--- config.mk ---
export PLATFORM = sky130hd
export DESIGN_NAME = load_store_unit_flat
export DESIGN_NICKNAME = d
export VERILOG_FILES = /design/src/rtl/mips_mem_pkg.sv /design/src/rtl/load_store_unit_if.sv /design/src/rtl/byte_lane_merge.sv /design/src/rtl/load_store_unit.sv /design/src/flat_wrapper.sv
export SDC_FILE = /design/constraint.sdc
export NUM_CORES = 1
export LEC_CHECK = 0
export BUFFER_PORTS_ARGS = -buffer_cell sky130_fd_sc_hd__buf_4
export CORE_MARGIN = 4
export CORE_UTILIZATION = 44
export DETAILED_ROUTE_END_ITERATION = 8
export MAX_ROUTING_LAYER = met4
export PLACE_DENSITY = 0.79
export SYNTH_ARGS = -nofsm -noshare
export SYNTH_HDL_FRONTEND = slang
export SYNTH_SLANG_ARGS = --single-unit
--- constraint.sdc ---
create_clock -name clock -period 2.88 [get_ports clock]
set_input_delay 0 -clock clock [delete_from_list [all_inputs] [get_ports clock]]
set_output_delay 0 -clock clock [all_outputs]
set_load 0.02 [all_outputs]
--- src/rtl/mips_mem_pkg.sv ---
// Shared encodings for the data-memory path: access sizes and load/store unit states.
package mips_mem_pkg;

    localparam logic [1:0] SIZE_BYTE = 2'b00;
    localparam logic [1:0] SIZE_HALF = 2'b01;
    localparam logic [1:0] SIZE_WORD = 2'b10;

    typedef enum logic {
        LSU_IDLE  = 1'b0,
        LSU_MERGE = 1'b1
    } lsu_state_e;

    // Byte and halfword need read-modify-write; word and the reserved code do not.
    function automatic logic is_subword(input logic [1:0] size);
        return !size[1];
    endfunction

endpackage

--- src/rtl/load_store_unit_if.sv ---
// CPU-side request/response and word-memory signals of the load/store unit.
interface load_store_unit_if #(
    parameter int ADDR_W = 32
) ();
    logic              MemRead;
    logic              MemWrite;
    logic [1:0]        MemSize;
    logic              MemUnsigned;
    logic [ADDR_W-1:0] adress;
    logic [31:0]       storeData;
    logic [31:0]       loadData;
    logic              stall;
    logic              misaligned;
    logic              mem_MemRead;
    logic              mem_MemWrite;
    logic [ADDR_W-1:0] mem_adress;
    logic [31:0]       mem_writeData;
    logic [31:0]       mem_readData;

    modport slave (
        input  MemRead, MemWrite, MemSize, MemUnsigned, adress, storeData, mem_readData,
        output loadData, stall, misaligned, mem_MemRead, mem_MemWrite, mem_adress, mem_writeData
    );

    modport master (
        output MemRead, MemWrite, MemSize, MemUnsigned, adress, storeData, mem_readData,
        input  loadData, stall, misaligned, mem_MemRead, mem_MemWrite, mem_adress, mem_writeData
    );
endinterface

--- src/rtl/byte_lane_merge.sv ---
// Pure combinational lane logic: extracts/extends sub-word loads and splices
// sub-word store data into a read word.
module byte_lane_merge
    import mips_mem_pkg::*;
(
    input  logic [31:0] i_word,
    input  logic [1:0]  i_off,
    input  logic [1:0]  i_size,
    input  logic        i_unsigned,
    input  logic [31:0] i_store,
    output logic [31:0] o_load,
    output logic [31:0] o_merged
);
    logic [7:0]  w_byte;
    logic [15:0] w_half;

    always_comb begin
        w_byte   = i_word[{i_off, 3'b000} +: 8];
        w_half   = i_off[1] ? i_word[31:16] : i_word[15:0];
        o_load   = i_word;
        o_merged = i_store;
        case (i_size)
            SIZE_BYTE: begin
                o_load   = {{24{w_byte[7] & ~i_unsigned}}, w_byte};
                o_merged = i_word;
                o_merged[{i_off, 3'b000} +: 8] = i_store[7:0];
            end
            SIZE_HALF: begin
                // Halfword lane uses bit 1 only; bit 0 is either trapped or ignored upstream.
                o_load   = {{16{w_half[15] & ~i_unsigned}}, w_half};
                o_merged = i_off[1] ? {i_store[15:0], i_word[15:0]}
                                    : {i_word[31:16], i_store[15:0]};
            end
            default: ;
        endcase
    end
endmodule

--- src/rtl/load_store_unit.sv ---
// Load/store unit: sub-word loads on a word-only memory, and two-cycle RMW for SB/SH.
// Optional misalignment trap enabled by defining MISALIGN_TRAP_EN.
module load_store_unit
    import mips_mem_pkg::*;
#(
    parameter int ADDR_W = 32
) (
    input  logic              clock,
    input  logic              reset,
    load_store_unit_if.slave  bus
);
    lsu_state_e  r_state;
    lsu_state_e  w_next;
    logic [31:0] r_merge;
    logic [31:0] w_load;
    logic [31:0] w_merged;
    logic        w_mis;
    logic        w_sub;

    byte_lane_merge u_lane (
        .i_word     (bus.mem_readData),
        .i_off      (bus.adress[1:0]),
        .i_size     (bus.MemSize),
        .i_unsigned (bus.MemUnsigned),
        .i_store    (bus.storeData),
        .o_load     (w_load),
        .o_merged   (w_merged)
    );

`ifdef MISALIGN_TRAP_EN
    always_comb begin
        w_mis = 1'b0;
        if (!reset && (bus.MemRead || bus.MemWrite)) begin
            if (bus.MemSize == SIZE_HALF)
                w_mis = bus.adress[0];
            else if (bus.MemSize[1])
                w_mis = |bus.adress[1:0];
        end
    end
`else
    assign w_mis = 1'b0;
`endif

    assign w_sub          = bus.MemWrite && is_subword(bus.MemSize) && !w_mis;
    assign bus.misaligned = w_mis;
    assign bus.mem_adress = {bus.adress[ADDR_W-1:2], 2'b00};

    always_ff @(posedge clock) begin
        if (reset) begin
            r_state <= LSU_IDLE;
            r_merge <= '0;
        end else begin
            r_state <= w_next;
            if (r_state == LSU_IDLE && w_sub)
                r_merge <= w_merged;
        end
    end

    always_comb begin
        w_next            = LSU_IDLE;
        bus.stall         = 1'b0;
        bus.mem_MemRead   = 1'b0;
        bus.mem_MemWrite  = 1'b0;
        bus.mem_writeData = '0;
        bus.loadData      = '0;
        // Reset held high also blanks the MERGE write, so an interrupted RMW leaves memory intact.
        if (!reset) begin
            case (r_state)
                LSU_IDLE: begin
                    if (w_mis) begin
                        w_next = LSU_IDLE;
                    end else if (bus.MemWrite) begin
                        if (w_sub) begin
                            bus.mem_MemRead = 1'b1;
                            bus.stall       = 1'b1;
                            w_next          = LSU_MERGE;
                        end else begin
                            bus.mem_MemWrite  = 1'b1;
                            bus.mem_writeData = bus.storeData;
                        end
                    end else if (bus.MemRead) begin
                        bus.mem_MemRead = 1'b1;
                        bus.loadData    = w_load;
                    end
                end
                LSU_MERGE: begin
                    bus.mem_MemWrite  = 1'b1;
                    bus.mem_writeData = r_merge;
                    w_next            = LSU_IDLE;
                end
                default: w_next = LSU_IDLE;
            endcase
        end
    end
endmodule

--- src/flat_wrapper.sv ---
// flat-port wrapper written by rule: the top's interface ports become plain ports
module load_store_unit_flat import mips_mem_pkg::*;
#(
    parameter int ADDR_W = 32
)
  (clock, reset, bus_MemRead, bus_MemWrite, bus_MemSize, bus_MemUnsigned, bus_adress, bus_storeData, bus_mem_readData, bus_loadData, bus_stall, bus_misaligned, bus_mem_MemRead, bus_mem_MemWrite, bus_mem_adress, bus_mem_writeData);
  load_store_unit_if #(.ADDR_W(ADDR_W)) bus_i ();
  input  logic clock;
  input  logic reset;
  input wire logic [$bits(bus_i.MemRead)-1:0] bus_MemRead;
  input wire logic [$bits(bus_i.MemWrite)-1:0] bus_MemWrite;
  input wire logic [$bits(bus_i.MemSize)-1:0] bus_MemSize;
  input wire logic [$bits(bus_i.MemUnsigned)-1:0] bus_MemUnsigned;
  input wire logic [$bits(bus_i.adress)-1:0] bus_adress;
  input wire logic [$bits(bus_i.storeData)-1:0] bus_storeData;
  input wire logic [$bits(bus_i.mem_readData)-1:0] bus_mem_readData;
  output wire logic [$bits(bus_i.loadData)-1:0] bus_loadData;
  output wire logic [$bits(bus_i.stall)-1:0] bus_stall;
  output wire logic [$bits(bus_i.misaligned)-1:0] bus_misaligned;
  output wire logic [$bits(bus_i.mem_MemRead)-1:0] bus_mem_MemRead;
  output wire logic [$bits(bus_i.mem_MemWrite)-1:0] bus_mem_MemWrite;
  output wire logic [$bits(bus_i.mem_adress)-1:0] bus_mem_adress;
  output wire logic [$bits(bus_i.mem_writeData)-1:0] bus_mem_writeData;
  assign bus_i.MemRead = bus_MemRead;
  assign bus_i.MemWrite = bus_MemWrite;
  assign bus_i.MemSize = bus_MemSize;
  assign bus_i.MemUnsigned = bus_MemUnsigned;
  assign bus_i.adress = bus_adress;
  assign bus_i.storeData = bus_storeData;
  assign bus_i.mem_readData = bus_mem_readData;
  assign bus_loadData = bus_i.loadData;
  assign bus_stall = bus_i.stall;
  assign bus_misaligned = bus_i.misaligned;
  assign bus_mem_MemRead = bus_i.mem_MemRead;
  assign bus_mem_MemWrite = bus_i.mem_MemWrite;
  assign bus_mem_adress = bus_i.mem_adress;
  assign bus_mem_writeData = bus_i.mem_writeData;
  load_store_unit #(.ADDR_W(ADDR_W)) u_core (.clock(clock), .reset(reset), .bus(bus_i));
endmodule
==> run metrics <==
outcome=complete, no violations; pwr dens=321.4 nW/um2; Synth top area share=around a fifth; Row Count=31; synth-to-layout area growth=27.80%; final worst path period need=2.292 ns; Clk pin slew, worst setup/hold paths=0.07 ns; Core Region=7292 um2; top cells by area, synth=dfxtp_1 20%, mux2i_1 14%, nor2_1 8.8%; static leakage=1.962 nW; CP startpoint kind=register; worst skew pair latency=0.28 ns; Period Utilization, post-route=between 70% and 80%; layout cells sized above 1=a little under a third; Starting Density=a little under half; pin count of the biggest net entering global routing=39; Hold WS=0.000007759 ns; TritonCTS Sinks=33; area of the multi-input gates=2223 um2; Critical Path AT=approximately 2.3 ns; Non-Filler Instances=635; Tot GR Track Use=between 20% and 30%; met2 GRT Util=45.04%; TNS Setup=0 ns; post-route worst setup slack=~0.6 ns; Distinct cells, synth=42; number of antenna violations at the first check in global routing=0; Via density=a little under 6; Total Routed Length=12,480 um; Slew Limit Fails=0; DRT antenna net count=0; Max Clk Rate=0.4362 GHz; Die Ht=between 90 and 100 um; placed wire-length estimate=~9400 um; wire length of the first global-routing pass=19,200 um; Primary FF master, synth=dfxtp_1; Final Hold Viols=0; DRT iter0 DRCs=between 200 and 300; commonest cells in the synthesized netlist=78 x nor2_1, 45 x mux2i_1, 37 x nand2_1, 33 x buf_4, 33 x dfxtp_1; syn_area_per_cell=7.410 um2; clock buffer depth=2; synthesized area=~3300 um2; Ys Warns=0; top-count cell post-synth=nor2_1; final RePlAce weighted congestion=0.8843; DP Cell Count=623; clock root buffer=clkbuf_8; Register Area=around 660 um2; DR DRC count=0; total CTS buffers=5; vias in the first global route=3,610; drt pass-1 iters=5; WS Path Type=reg -> out; fin nets=643; dominant cell type by area after synthesis=dfxtp_1; H-tree depth=2; crit end category=output pin; met3 Track Usage GR=between 4 and 5%; Pint=0.8749 mW; Synth async-reset ratio=0%; Worst Hold Class=in -> out; port bufs=139; Reg power frac=a little under two fifths; switching power=roughly 0.5 mW; max-capacitance violation count=0; met1 Usage GRT=a little over a third; Die X=roughly 95 um; register area share after synthesis=19.81%; DR vias=between 3,000 and 4,000; # IOs=203; Net Sw Frac=a little over a third; busiest layer in global routing=met2; Comb pwr share=37.9%; clock skew=approximately 0.0045 ns; worst vdd ir=around 0.22 mV; CTS tree=done; pre-CTS setup slack=slightly above 0.6 ns; Crit Path Max Fanout=14; Setup Buffers After CTS=0; CP Data Required Time=around 2.9 ns; worst-margin pin slew=around 0.82 ns; register bit total from synthesis=33; drt wl/cell=approximately 20 um; RSZ-0062 raised after global routing=no; Post-synth EDFFs=0; Mapped Cells=450; die area=about 9000 um2; Clk pwr share=around a quarter; Final setup viols=0; n_diodes=0; Fillers=728; Rel. slew slack=44.97%; total gr overflow=0
power by group through the flow:
stage	logic, mW	clock network (mW)	registers, mW
3_5_place_dp	0.509	0	0.514
4_1_cts	0.516	0.345	0.504
5_1_grt	0.561	0.370	0.508
3_3_place_gp	0.503	0	0.514
2_1_floorplan	0.358	0	0.506
6_report	0.520	0.346	0.504
logic make-up (layout without fill, tap and decap cells):
| logic type | count (synthesis) | after routing | synth area share (%) |
|---|---|---|---|
| muxes | 53 | 53 | 18.24 |
| AOI/OAI and AO/OA | 132 | 132 | 27.24 |
| DFF | 33 | 33 | 19.81 |
| buffers and inverters | 85 | 169 | 13.88 |
| other | 1 | 3 | 0.1125 |
| and+or+nand+nor | 141 | 141 | 18.84 |
| adders and majority gates | 5 | 5 | 1.876 |
worst paths after layout:
check	slack, ns	cells past startpoint	start	end
hold / removal	0.000008	0	bus_adress[11]	bus_mem_adress[11]
hold reg to reg	0.50	2	u_core.r_merge[5]	u_core.r_merge[5]
setup / recovery	0.59	5	u_core.r_state	bus_loadData[28]
setup reg to reg	1.06	5	u_core.r_state	u_core.r_merge[20]
layout by cell type, fill, tap and decap left out, types with 6 or more instances in the layout:
| cell | count |
|---|---|
| a211oi_1 | 18 |
| a22oi_1 | 8 |
| buf_4 | 144 |
| a221oi_1 | 17 |
| mux2i_1 | 45 |
| nor2_1 | 78 |
| o32ai_1 | 8 |
| a2111oi_0 | 6 |
| dfxtp_1 | 32 |
| nor3_1 | 9 |
| mux4_2 | 6 |
| inv_1 | 13 |
| nand2_1 | 37 |
| a21oi_1 | 24 |
| a21o_1 | 16 |
| o22ai_1 | 6 |
| o21ai_0 | 23 |
cell type report:
cell class	count	share of cell area (%)
tap	99	2.907
sequential	33	15.53
multi-input combinational	334	52.17
timing repair buffer	148	26.31
clock inverter	2	0.2349
inverter	13	1.145
clock buffer	6	1.703
metrics by stage:
stage	util [%]	total power, mW	cell area [um2]
floorplan	-	0.8645	3342
global placement	56.76	1.017	4139
detailed placement	56.76	1.024	4139
CTS	58.44	1.365	4262
global route	58.44	1.439	4262
finish	58.44	1.370	4262
worst max-delay path: stages (launching register included):
cell	delay (ns)
dfxtp_2	0.42
or3_1	0.57
nor4_4	0.52
buf_4	0.26
a21o_1	0.10
buf_4	0.13
sequential cells by signal, summed over array words and instances, names as in the netlist:
signal / count
u_core.r_state: 1
u_core.r_merge: 32
routing by layer:
| metal | up-vias | wire [um] |
|---|---|---|
| met5 | - | 0 |
| met4 | 0 | 251 |
| met3 | 25 | 1067 |
| met2 | 207 | 5906 |
| met1 | 1743 | 5251 |
| li1 | 1761 | - |
repair_timing:
| item | 4_1_cts | 5_1_grt |
|---|---|---|
| hold buffers | 4 | 0 |
| hold endpoints to repair | 4 | 0 |
| resized for setup | 0 | 0 |
No activity file was read; power rests on OpenSTA's default activity.
